[src/rtl/pwm_duty_decoder_pkg.sv]
// Shared widths, types and helpers for the PWM duty decoder.
package pwm_duty_decoder_pkg;

    localparam int unsigned DUTY_W  = 11;
    localparam int unsigned CNT_W   = DUTY_W + 2;
    localparam int unsigned PERIOD  = 2 ** DUTY_W;
    localparam int unsigned TIMEOUT = 2 * PERIOD;

    typedef logic [DUTY_W-1:0] duty_t;
    typedef logic [CNT_W-1:0]  cnt_t;

    typedef enum logic [1:0] {
        IDLE,
        HIGH,
        LOW
    } state_t;

    // Interval counters stick at all-ones instead of wrapping.
    function automatic cnt_t sat_inc(input cnt_t x);
        return (x == '1) ? x : x + cnt_t'(1);
    endfunction

endpackage

[src/rtl/pwm_duty_decoder_if.sv]
// Measurement bus between the PWM line, the duty decoder and its consumer.
interface pwm_duty_decoder_if;
    import pwm_duty_decoder_pkg::*;

    logic  pwm_in;
    duty_t duty;
    cnt_t  period;
    logic  valid;
    logic  period_err;
    logic  stuck_hi;
    logic  stuck_lo;

    modport master (
        output pwm_in,
        input  duty, period, valid, period_err, stuck_hi, stuck_lo
    );

    modport slave (
        input  pwm_in,
        output duty, period, valid, period_err, stuck_hi, stuck_lo
    );
endinterface

[src/rtl/pwm_duty_decoder_in_sync.sv]
// Input conditioning: 2-flop synchroniser, optional 3-sample agreement filter
// (PWM_DEC_GLITCH_FILTER_EN), and edge detection against the previous level.
module pwm_duty_decoder_in_sync (
    input  logic clk,
    input  logic rst_n,
    input  logic pwm_in,
    output logic level_c,
    output logic rise_c,
    output logic fall_c
);

    logic sync1;
    logic sync2;
    logic prev;

`ifdef PWM_DEC_GLITCH_FILTER_EN
    logic hist0;
    logic hist1;

    always_ff @(posedge clk) begin
        if (!rst_n) begin
            sync1 <= 1'b0;
            sync2 <= 1'b0;
            hist0 <= 1'b0;
            hist1 <= 1'b0;
            prev  <= 1'b0;
        end else begin
            sync1 <= pwm_in;
            sync2 <= sync1;
            hist0 <= sync2;
            hist1 <= hist0;
            prev  <= level_c;
        end
    end

    // Level follows the line only once three consecutive synced samples agree.
    always_comb begin
        level_c = prev;
        if ((sync2 == hist0) && (hist0 == hist1)) begin
            level_c = sync2;
        end
    end
`else
    always_ff @(posedge clk) begin
        if (!rst_n) begin
            sync1 <= 1'b0;
            sync2 <= 1'b0;
            prev  <= 1'b0;
        end else begin
            sync1 <= pwm_in;
            sync2 <= sync1;
            prev  <= sync2;
        end
    end

    assign level_c = sync2;
`endif

    assign rise_c = level_c & ~prev;
    assign fall_c = ~level_c & prev;

endmodule

[src/rtl/pwm_duty_decoder.sv]
// Measures an incoming PWM waveform and publishes duty/period once per period.
// Optional glitch filter selected by PWM_DEC_GLITCH_FILTER_EN.
module pwm_duty_decoder
    import pwm_duty_decoder_pkg::*;
(
    input  logic                clk,
    input  logic                rst_n,
    pwm_duty_decoder_if.slave   pwm
);

    state_t state_q, state_d;
    cnt_t   hi_q, hi_d;
    cnt_t   per_q, per_d;
    cnt_t   gap_q, gap_d;
    duty_t  duty_q, duty_d;
    cnt_t   period_q, period_d;
    logic   valid_q, valid_d;
    logic   err_q, err_d;
    logic   shi_q, shi_d;
    logic   slo_q, slo_d;

    logic   level_c;
    logic   rise_c;
    logic   fall_c;
    logic   timeout_c;

    pwm_duty_decoder_in_sync u_in_sync (
        .clk     (clk),
        .rst_n   (rst_n),
        .pwm_in  (pwm.pwm_in),
        .level_c (level_c),
        .rise_c  (rise_c),
        .fall_c  (fall_c)
    );

    always_ff @(posedge clk) begin
        if (!rst_n) begin
            state_q  <= IDLE;
            hi_q     <= '0;
            per_q    <= '0;
            gap_q    <= '0;
            duty_q   <= '0;
            period_q <= '0;
            valid_q  <= 1'b0;
            err_q    <= 1'b0;
            shi_q    <= 1'b0;
            slo_q    <= 1'b0;
        end else begin
            state_q  <= state_d;
            hi_q     <= hi_d;
            per_q    <= per_d;
            gap_q    <= gap_d;
            duty_q   <= duty_d;
            period_q <= period_d;
            valid_q  <= valid_d;
            err_q    <= err_d;
            shi_q    <= shi_d;
            slo_q    <= slo_d;
        end
    end

    always_comb begin
        state_d   = state_q;
        hi_d      = hi_q;
        per_d     = per_q;
        gap_d     = gap_q;
        duty_d    = duty_q;
        period_d  = period_q;
        valid_d   = 1'b0;
        err_d     = err_q;
        shi_d     = shi_q;
        slo_d     = slo_q;
        timeout_c = 1'b0;

        // Any edge clears the gap timer and suppresses a coincident timeout.
        if (rise_c || fall_c) begin
            gap_d = '0;
        end else begin
            gap_d     = sat_inc(gap_q);
            timeout_c = (gap_q == cnt_t'(TIMEOUT));
        end

        case (state_q)
            IDLE: begin
                if (rise_c) begin
                    hi_d    = cnt_t'(1);
                    per_d   = cnt_t'(1);
                    state_d = HIGH;
                end
            end
            HIGH: begin
                per_d = sat_inc(per_q);
                if (fall_c) begin
                    state_d = LOW;
                end else begin
                    hi_d = sat_inc(hi_q);
                end
            end
            LOW: begin
                if (rise_c) begin
                    duty_d   = (hi_q > cnt_t'(PERIOD)) ? '1 : DUTY_W'(hi_q - cnt_t'(1));
                    period_d = per_q;
                    err_d    = (per_q != cnt_t'(PERIOD));
                    shi_d    = 1'b0;
                    slo_d    = 1'b0;
                    valid_d  = 1'b1;
                    hi_d     = cnt_t'(1);
                    per_d    = cnt_t'(1);
                    state_d  = HIGH;
                end else begin
                    per_d = sat_inc(per_q);
                end
            end
            default: begin
                state_d = IDLE;
            end
        endcase

        // Stuck line: report the held level and restart from IDLE.
        if (timeout_c) begin
            duty_d   = level_c ? '1 : '0;
            period_d = '0;
            err_d    = 1'b0;
            shi_d    = level_c;
            slo_d    = ~level_c;
            valid_d  = 1'b1;
            state_d  = IDLE;
        end
    end

    assign pwm.duty       = duty_q;
    assign pwm.period     = period_q;
    assign pwm.valid      = valid_q;
    assign pwm.period_err = err_q;
    assign pwm.stuck_hi   = shi_q;
    assign pwm.stuck_lo   = slo_q;

endmodule

[src/flat_wrapper.sv]
// flat-port wrapper written by rule: the top's interface ports become plain ports
module pwm_duty_decoder_flat import pwm_duty_decoder_pkg::*;
  (clk, rst_n, pwm_pwm_in, pwm_duty, pwm_period, pwm_valid, pwm_period_err, pwm_stuck_hi, pwm_stuck_lo);
  pwm_duty_decoder_if pwm_i ();
  input  logic clk;
  input  logic rst_n;
  input wire logic [$bits(pwm_i.pwm_in)-1:0] pwm_pwm_in;
  output wire logic [$bits(pwm_i.duty)-1:0] pwm_duty;
  output wire logic [$bits(pwm_i.period)-1:0] pwm_period;
  output wire logic [$bits(pwm_i.valid)-1:0] pwm_valid;
  output wire logic [$bits(pwm_i.period_err)-1:0] pwm_period_err;
  output wire logic [$bits(pwm_i.stuck_hi)-1:0] pwm_stuck_hi;
  output wire logic [$bits(pwm_i.stuck_lo)-1:0] pwm_stuck_lo;
  assign pwm_i.pwm_in = pwm_pwm_in;
  assign pwm_duty = pwm_i.duty;
  assign pwm_period = pwm_i.period;
  assign pwm_valid = pwm_i.valid;
  assign pwm_period_err = pwm_i.period_err;
  assign pwm_stuck_hi = pwm_i.stuck_hi;
  assign pwm_stuck_lo = pwm_i.stuck_lo;
  pwm_duty_decoder u_core (.clk(clk), .rst_n(rst_n), .pwm(pwm_i));
endmodule
[config.mk]
export PLATFORM = sky130hd
export DESIGN_NAME = pwm_duty_decoder_flat
export DESIGN_NICKNAME = d
export VERILOG_FILES = /design/src/rtl/pwm_duty_decoder_pkg.sv /design/src/rtl/pwm_duty_decoder_if.sv /design/src/rtl/pwm_duty_decoder_in_sync.sv /design/src/rtl/pwm_duty_decoder.sv /design/src/flat_wrapper.sv
export SDC_FILE = /design/constraint.sdc
export NUM_CORES = 1
export LEC_CHECK = 0
export CAP_MARGIN = 25
export CELL_PAD_IN_SITES_DETAIL_PLACEMENT = 0
export CELL_PAD_IN_SITES_GLOBAL_PLACEMENT = 1
export CORE_MARGIN = 1
export CORE_UTILIZATION = 30
export CTS_CLUSTER_SIZE = 24
export DETAILED_ROUTE_END_ITERATION = 8
export PLACE_DENSITY_LB_ADDON = 0.1
export REMOVE_ABC_BUFFERS = 1
export SYNTH_ARGS = -nofsm -noshare
export SYNTH_HDL_FRONTEND = slang
export SYNTH_SLANG_ARGS = --single-unit
[constraint.sdc]
create_clock -name clk -period 2.3 [get_ports clk]
set_clock_uncertainty 0.1 [all_clocks]
set_input_delay 0.23 -clock clk [delete_from_list [all_inputs] [get_ports clk]]
set_output_delay 0.23 -clock clk [all_outputs]
set_load 0.03 [all_outputs]
==> flow_summary.json <==
{
  "yosysUniqueCellTypes": 50,
  "drc": 0,
  "antenna_found_initial": 0,
  "num_rows": 40,
  "grt-ovfl-total": 0,
  "setup_tns_ns": 0,
  "min_period_ns": 2.21,
  "period_share_pct": 96.3,
  "maxCapViolations": 0,
  "p_per_area_mw_per_mm2": 598,
  "ant_nets": 0,
  "grt_start_max_net_pins": 27,
  "netlist_area_mm2": 0.00373,
  "synth_ff_type": "dfxtp_1",
  "final_core_util_pct": 39.1,
  "die_area_mm2": 0.0129,
  "finalNonFillerCells": 682,
  "fmax_ghz": 0.452,
  "endpoint_kind": "flop",
  "synth_edf_count": 0,
  "postLayoutCellArea_mm2": 0.00471,
  "synthArstFlopShare_pct": 0,
  "ios": 31,
  "dpl_worst_slack_ns": 0.0495,
  "fin_ws_ns": 0.0855,
  "critPathArrivalTime_ns": 2.32,
  "critPathLaunchType": "flop",
  "final-max-slew-violation-count": 0,
  "cts_htree_levels": 3,
  "path_class": "reg2reg",
  "via_count": 3627,
  "dp_hpwl_um": 7620,
  "synth_top_area_share_pct": 38.6,
  "cts.clk_slew.worst_paths_ns": 0.06,
  "p_leak_nw": 1.61,
  "cp_data_required_time_ns": 2.40,
  "wl_um": 10500,
  "first_iter_violations": 150,
  "synth_seq_cells": 72,
  "finalPower_mw": 2.82,
  "dieWidth_um": 114,
  "cts_tree": "built",
  "relSlewSlack_pct": 60.9,
  "core_mm2": 0.0121,
  "cts_buffer_depth": 2,
  "antenna_cells": 0,
  "clk_latency_ns": 0.34,
  "grt_pass1_wl_um": 17300,
  "hold_ws_ns": 0.329,
  "avgSynthCellArea_um2": 8.12,
  "post_drt_wl_per_cell_um": 15.4,
  "n_fill_cell": 1247,
  "grt_pass1_vias": 3360,
  "gp_congestion": 0.811,
  "ys_seq_area_share_pct": 38.6,
  "dp.cells": 666,
  "hold_viol": 0,
  "tightestPinTransition_ns": 0.582,
  "cts_buffers": 9,
  "cp_max_fo": 9,
  "status": "finished, final reports clean",
  "die_h_um": 114,
  "yosys_warnings": 0,
  "place_area_mm2": 0.00441,
  "drive_above_1_share_pct": 13.2,
  "yosys.area.top_type": "dfxtp_1",
  "cts_sinks": 72,
  "synthTopCellsByArea": "dfxtp_1 39%, a21oi_1 5.1%, nand2_1 4.8%",
  "start_util_pct": 31.0,
  "peakVddDrop_v": 0.000239,
  "cts-root-buf": "clkbuf_16",
  "rsz0062_at_grt": "no",
  "syn_inst": 460,
  "setup-violations-final": 0,
  "min_path_type": "reg2reg",
  "grt_usage_pct": 17.2,
  "port_buffers": 30,
  "drt_first_pass_iters": 4,
  "vias_per_cell": 5.32,
  "final_nets": 524,
  "area_growth_syn_to_layout_pct": 26.3
}
[cell type report]
| type | instances | area [um^2] | area share [%] |
|---|---|---|---|
| Clock inverter | 4 | 27.5 | 0.584 |
| Tap cell | 168 | 210 | 4.46 |
| Inverter | 19 | 71.3 | 1.51 |
| Multi-Input combinational cell | 342 | 2120 | 45.0 |
| Timing Repair Buffer | 65 | 576 | 12.2 |
| Sequential cell | 72 | 1440 | 30.6 |
| Clock buffer | 12 | 267 | 5.65 |
[path summary, 6_finish.rpt]
| path | start | end | slack, ns | cells after the start |
|---|---|---|---|---|
| setup reg to reg | u_core.hi_q[6] | u_core.pwm.duty[5] | 0.09 | 4 |
| setup / recovery | u_core.hi_q[6] | u_core.pwm.duty[5] | 0.09 | 4 |
| hold / removal | u_core.u_in_sync.sync1 | u_core.u_in_sync.level_c | 0.33 | 1 |
| hold reg to reg | u_core.u_in_sync.sync1 | u_core.u_in_sync.level_c | 0.33 | 1 |
[per-layer routing]
layer	GRT usage [%]	part of all wire (%)
met5	0	0
met4	7.28	1.9
met3	3.24	2.9
met2	26.3	45
met1	23.7	51
[where the power goes]
group / total [mW] / switching, mW / internal (mW)
clock network: 1.37 / 0.553 / 0.816
logic: 0.177 / 0.107 / 0.0699
registers: 1.27 / 0.0117 / 1.26
total: 2.82 / 0.671 / 2.15
[timing repair]
item                       4_1_cts  5_1_grt
buffers inserted                 0        0
gates resized for setup          0        7
hold buffers                     0        0
setup endpoints to repair        0       19
[cell families (layout without fill, tap and decap cells)]
group,count (synthesis),in the layout,share of synthesized area [%]
AO/OA/AOI/OAI,115,115,20.5
XOR/XNOR,3,3,0.704
adder cells (fa/ha/maj),12,12,4.02
buffers and inverters,46,100,4.96
flip-flops,72,72,38.6
multiplexers,3,3,0.804
AND/OR/NAND/NOR,209,209,30.4
[flip-flops by register name, summed over array words and instances, names as in the netlist]
| register | flops |
|---|---|
| u_core.state_q | 2 |
| u_core.pwm.duty | 11 |
| u_core.pwm.period | 13 |
| u_core.gap_q | 13 |
| u_core.pwm.stuck_hi | 1 |
| u_core.pwm.period_err | 1 |
| u_core.u_in_sync.prev | 1 |
| u_core.pwm.stuck_lo | 1 |
| u_core.hi_q | 13 |
| u_core.pwm.valid | 1 |
| u_core.u_in_sync.level_c | 1 |
| u_core.per_q | 13 |
| u_core.u_in_sync.sync1 | 1 |
[placed cells by master (no fill, tap or decap), types with 4 or more instances in the layout]
cell,n
o21ai_0,14
o41ai_1,6
a211oi_1,5
nor3_1,14
nor3b_1,5
or4_1,12
and3_1,5
ha_1,11
inv_1,19
buf_4,34
and2_1,7
clkbuf_16,9
a31oi_1,5
dfxtp_1,70
nand3_1,16
o311ai_0,6
or3_1,13
a21oi_1,38
o31ai_1,24
clkdlybuf4s50_1,30
nor2_1,41
nand2_1,48
and4_1,4
nor4_1,7
nand4_1,14
[critical path, stage by stage (launching register included)]
cell     delay (ns)
dfxtp_1        0.35
or4_1          0.59
o41a_1         0.59
nor4b_2        0.34
o31ai_1        0.10
[cell usage after synthesis, types with 2 or more instances]
cell type / n
and2_1: 7
or3_1: 14
nand3b_1: 2
nor4b_1: 3
nand2_1: 48
nor4_1: 7
nand4_1: 14
or4b_2: 2
nand3_1: 16
or4_1: 12
a21oi_1: 38
nand2b_1: 3
buf_2: 4
nor3b_1: 5
a211oi_1: 5
or2_2: 4
nor3_1: 14
o41ai_1: 6
and3_1: 5
nor2_1: 41
o211ai_1: 3
o31ai_1: 24
mux2i_1: 3
xor2_1: 2
o41a_1: 2
nor2b_1: 3
dfxtp_1: 72
and4_1: 4
clkbuf_1: 22
inv_1: 19
o21ai_0: 14
a31oi_1: 5
a31o_2: 2
o21bai_1: 2
ha_1: 12
o311ai_0: 7
No activity file was read; power rests on OpenSTA's default activity.
